--- src/rtl/usage_sampler.sv ---
// usage_sampler: gates a usage counter over a timed window and captures its count, once or back-to-back.
module usage_sampler #(
  parameter int COUNTER_WIDTH = 16,
  parameter int WINDOW_WIDTH  = 16,
  parameter int SETTLE_CYCLES = 2
) (
  input  logic                     sysclk,
  input  logic                     sysreset,
  input  logic                     start,
  input  logic                     continuous,
  input  logic                     stop,
  input  logic [WINDOW_WIDTH-1:0]  window_len,
  output logic                     sample_enable,
  output logic                     counter_reset,
  input  logic [COUNTER_WIDTH-1:0] counter_in,
  output logic [COUNTER_WIDTH-1:0] result,
  output logic                     result_valid,
  input  logic                     result_ack,
  output logic                     overrun,
  output logic                     busy
);
  typedef enum logic [2:0] {IDLE, CLEAR, WINDOW, SETTLE, CAPTURE} state_t;
  state_t state_q, state_d;
  logic [WINDOW_WIDTH-1:0]  len_q, len_d, win_q, win_d;
  logic [3:0]               set_q, set_d;
  logic [COUNTER_WIDTH-1:0] res_q, res_d;
  logic cont_q, cont_d, stop_q, stop_d;
  logic se_q, se_d, cr_q, cr_d, busy_q, busy_d, rv_q, rv_d, ov_q, ov_d;
  logic accept, cap;
  assign accept = (state_q == IDLE) && start;
  assign cap    = (state_q == CAPTURE);
  always_ff @(posedge sysclk) begin
    if (!sysreset) begin
      state_q <= IDLE;
      len_q   <= '0;
      win_q   <= '0;
      set_q   <= '0;
      res_q   <= '0;
      cont_q  <= 1'b0;
      stop_q  <= 1'b0;
      se_q    <= 1'b0;
      cr_q    <= 1'b0;
      busy_q  <= 1'b0;
      rv_q    <= 1'b0;
      ov_q    <= 1'b0;
    end else begin
      state_q <= state_d;
      len_q   <= len_d;
      win_q   <= win_d;
      set_q   <= set_d;
      res_q   <= res_d;
      cont_q  <= cont_d;
      stop_q  <= stop_d;
      se_q    <= se_d;
      cr_q    <= cr_d;
      busy_q  <= busy_d;
      rv_q    <= rv_d;
      ov_q    <= ov_d;
    end
  end
  // A stop seen during the capture cycle itself ends the run at that capture.
  always_comb begin
    state_d = state_q;
    case (state_q)
      IDLE:    state_d = start ? CLEAR : IDLE;
      CLEAR:   state_d = WINDOW;
      WINDOW:  state_d = (win_q == '0) ? SETTLE : WINDOW;
      SETTLE:  state_d = (set_q == '0) ? CAPTURE : SETTLE;
      CAPTURE: state_d = (cont_q && !stop_q && !stop) ? CLEAR : IDLE;
      default: state_d = IDLE;
    endcase
  end
  // Output flops are loaded from the next state so they line up with it.
  always_comb begin
    len_d  = accept ? ((window_len == '0) ? WINDOW_WIDTH'(1) : window_len) : len_q;
    cont_d = accept ? continuous : cont_q;
    stop_d = accept ? 1'b0 : ((stop && state_q != IDLE) ? 1'b1 : stop_q);
    win_d  = (state_q == CLEAR) ? len_q - 1'b1 : (state_q == WINDOW) ? win_q - 1'b1 : win_q;
    set_d  = (state_q == WINDOW) ? 4'(SETTLE_CYCLES - 1) : (state_q == SETTLE) ? set_q - 4'd1 : set_q;
    res_d  = cap ? counter_in : res_q;
    rv_d   = cap || (rv_q && !result_ack);
    ov_d   = accept ? 1'b0 : (ov_q || (cap && rv_q && !result_ack));
    se_d   = (state_d == WINDOW);
    cr_d   = (state_d == CLEAR);
    busy_d = (state_d != IDLE);
  end
  assign sample_enable = se_q;
  assign counter_reset = cr_q;
  assign result        = res_q;
  assign result_valid  = rv_q;
  assign overrun       = ov_q;
  assign busy          = busy_q;
endmodule
--- config.mk ---
export PLATFORM = sky130hd
export DESIGN_NAME = usage_sampler
export DESIGN_NICKNAME = d
export VERILOG_FILES = /design/src/rtl/usage_sampler.sv
export SDC_FILE = /design/constraint.sdc
export NUM_CORES = 1
export LEC_CHECK = 0
export ABC_CLOCK_PERIOD_IN_PS = 3600
export BUFFER_PORTS_ARGS = -buffer_cell sky130_fd_sc_hd__buf_2
export CAP_MARGIN = 30
export CELL_PAD_IN_SITES_DETAIL_PLACEMENT = 1
export CELL_PAD_IN_SITES_GLOBAL_PLACEMENT = 2
export CORE_MARGIN = 3
export CORE_UTILIZATION = 33
export CTS_CLUSTER_DIAMETER = 50
export DETAILED_ROUTE_END_ITERATION = 10
export GPL_ROUTABILITY_DRIVEN = 0
export GPL_TIMING_DRIVEN = 0
export PLACE_DENSITY_LB_ADDON = 0.1
export SLEW_MARGIN = 30
export SYNTH_ARGS = -nofsm -noshare
export SYNTH_HDL_FRONTEND = slang
export SYNTH_SLANG_ARGS = --single-unit
--- constraint.sdc ---
create_clock -name sysclk -period 3.6 [get_ports sysclk]
set_clock_uncertainty 0.1 [all_clocks]
set_input_delay 0.54 -clock sysclk [delete_from_list [all_inputs] [get_ports sysclk]]
set_output_delay 0.54 -clock sysclk [all_outputs]
set_load 0.01 [all_outputs]
==> flow_metrics.tcl <==
set metrics [dict create \
    slew_viol_final 0 \
    critical_path_required_ns 3.74 \
    area_delta_synth_final_pct 21.1 \
    die_y_um 103 \
    first_pass_iters 4 \
    synth_cells 356 \
    portBuffers 58 \
    cts_max_level 3 \
    yosys.area.top_type "dfxtp_1" \
    wl_per_cell_um 17.5 \
    cp_top_family "buffers and inverters" \
    period_minus_slack_ns 3.45 \
    critPathMaxFanout 10 \
    grt_usage_pct 19.1 \
    synth_edf_count 0 \
    syn_avg_cell_area_sq_um 8.81 \
    timing.max_cap.violations 0 \
    slowest_stage "or3b_4" \
    crit_chain "buf_4 -> or3b_4 -> buf_6 -> buf_2 -> buf_1 -> a21boi_0 -> ha_1 -> buf_6 -> nand4_1 -> a22oi_1 -> mux2i_1 -> a21boi_1" \
    peakVddDrop_mv 0.225 \
    drt-total-wl_mm 9.75 \
    m1WireLength_mm 4.72 \
    grt_pass1_wl_mm 15.4 \
    comb_power_share_pct 31.1 \
    start_util_pct 34.9 \
    clkTransAtPathRegs_ns 0.07 \
    swShare_pct 36.2 \
    ctsResizeCount 0 \
    hold_slack_ns 0.317 \
    clk_path_buf_depth 2 \
    start_kind "flip-flop" \
    dieWidth_um 103 \
    synth_top_cell_area_share_pct 39.6 \
    holdBufCountCts 0 \
    switchingPower_w 0.000763 \
    antennaDiodeCount 0 \
    hpwl_mm 7.19 \
    ys_warn_count 0 \
    io_pins 59 \
    final_cell_mix "dfxtp_1 (62), buf_2 (61), nand2_1 (55)" \
    synth.distinct_cells 63 \
    arrival_ns 3.59 \
    path_buf_inv 5 \
    synthesis.nets 397 \
    cts_setup_buffers 0 \
    drive_gt1_share_pct 25.7 \
    period_share_pct 95.9 \
    grt_overflow 0 \
    maxSlewHeadroom_pct 39.8 \
    power_frac_clock_pct 29.6 \
    die_area_sq_mm 0.0107 \
    outcome "finished clean" \
    path_common_cell "buf_6" \
    power.internal_w 0.00135 \
    drtIter0Drc 82 \
    dr_wl_met3_um 409 \
    row_count 34 \
    nets 468 \
    synthesis.area_sq_mm 0.00314 \
    wl_met2_mm 4.46 \
    setup_viol 0 \
    drc 0 \
    seq_area_frac_synth_pct 39.6 \
    first_global_vias 2922 \
    top_layer "met4" \
    cp.depth 12 \
    power.total_w 0.00211 \
    dp_slack_ns 0.199 \
    layout_commonest_cell "dfxtp_1" \
    antenna_found_initial 0 \
    ant_nets 0 \
    yosys_register_bits 62 \
    endpoint_kind "flip-flop" \
    rr_worst_depth 12 \
    finalWorstSetupSlack_ns 0.149 \
    max_freq_ghz 0.290 \
    synth-main-ff-cell "dfxtp_1" \
    sequentialPowerShare_pct 39.3 \
    slowest_delay_ns 0.44 \
    synth_async_sr_flop_share_pct 0 \
    fin_tns_setup_ns 0 \
    vias 2917 \
    clock_sinks 62 \
    power_leakage_nw 1.47 \
    clkLatencyLatePin_ns 0.35 \
    hold_depth 2 \
    power_density_mw_per_mm2 555 \
    cts-buffers-inserted 9 \
    cts.root.buffer_cell "clkbuf_8" \
    coreArea_sq_mm 0.00898 \
    synthTopCellsByArea "dfxtp_1 (40%), nand2_1 (6.6%), a21oi_1 (5.7%)" \
    cts_tree "yes" \
    crit_type "flip-flop to flip-flop" \
    hold_viol_final 0 \
    tightestPinTransition_ns 0.896 \
    post_drt_via_cell_ratio 5.23 \
    hold_path_class "input port to flip-flop" \
    grt_max_degree 13 \
]
[stage by stage]
step,utilization (%),instances,instance area [sq um]
floorplan,-,356,3140
global placement,39.9,540,3580
detailed placement,39.9,540,3580
CTS,42.1,556,3780
global route,42.3,558,3800
finish,42.3,558,3800
[cells by family (layout without fill, tap and decap cells)]
kind of cell | after synthesis | count (layout) | share of synthesized area [%]
AOI/OAI and AO/OA | 88 | 88 | 19.9
xor gates and xnor gates | 16 | 16 | 4.47
adders and majority gates | 3 | 3 | 1.20
buffers and inverters | 24 | 100 | 4.47
DFF | 62 | 62 | 39.6
muxes | 11 | 11 | 3.55
and+or+nand+nor | 152 | 152 | 26.8
[power by group through the flow]
stage / combinational (W) / sequential (W) / clock [W]
after CTS: 0.000654 / 0.000827 / 0.000644
after global placement: 0.000636 / 0.000840 / 0
after floorplan: 0.000481 / 0.000826 / 0
after global routing: 0.000721 / 0.000838 / 0.000666
final: 0.000656 / 0.000827 / 0.000624
after detailed placement: 0.000645 / 0.000843 / 0
[final timing paths]
kind                                      from         to  slack (ns)
worst min register to register       result[8]  result[8]        0.36
worst max register to register      state_q[0]  win_q[14]        0.15
worst min-delay path            window_len[12]  len_q[12]        0.32
worst max-delay path                state_q[0]  win_q[14]        0.15
[synthesized netlist by cell type, types with 2 or more instances]
cell	n
clkbuf_1	8
o22ai_1	4
nand2_1	55
a22o_1	12
ha_1	3
buf_2	3
or3_1	5
a31oi_1	2
xor2_1	3
nand4_2	2
o21ai_0	6
nand3_2	2
xnor2_1	13
nor4_1	9
o211ai_1	2
a21oi_1	36
buf_6	5
nor3_1	15
dfxtp_1	62
nand4_1	4
nor3b_1	2
buf_1	2
nand4b_1	3
and2_1	3
a2111oi_2	2
nand3_1	6
a22oi_1	3
a211oi_1	7
nor2_1	29
mux2i_1	10
inv_1	3
nand2b_1	2
and3_1	2
a211oi_2	2
[per-layer routing]
layer / up-vias / GRT usage [%]
met3: 13 / 4.63
li1: 1433 / -
met1: 1422 / 26.1
met4: 0 / 5.48
met2: 49 / 30.0
met5: - / 0
[state kept, by name (all words and copies together), names as in the netlist, 3 cells and up]
register,flops
set_q,4
len_q,16
state_q,3
result,16
win_q,16
[worst register-to-register path, stage by stage (launching register included)]
cell	delay (ns)
dfxtp_1	0.32
buf_4	0.16
or3b_4	0.44
buf_6	0.17
buf_2	0.20
buf_1	0.31
a21boi_0	0.28
ha_1	0.19
buf_6	0.14
nand4_1	0.31
a22oi_1	0.43
mux2i_1	0.23
a21boi_1	0.08
[cell type report]
| type | count | area [sq um] |
|---|---|---|
| plain buffers | 20 | 125 |
| clock buffers | 9 | 124 |
| well taps | 126 | 158 |
| clock inverters | 7 | 73.8 |
| inverters | 4 | 15.0 |
| flip-flops and latches | 62 | 1240 |
| repair buffers | 60 | 305 |
| multi-input cells | 270 | 1750 |
| fillers | 1082 | 5180 |
Note: power is estimated with default switching activity, not from simulation.
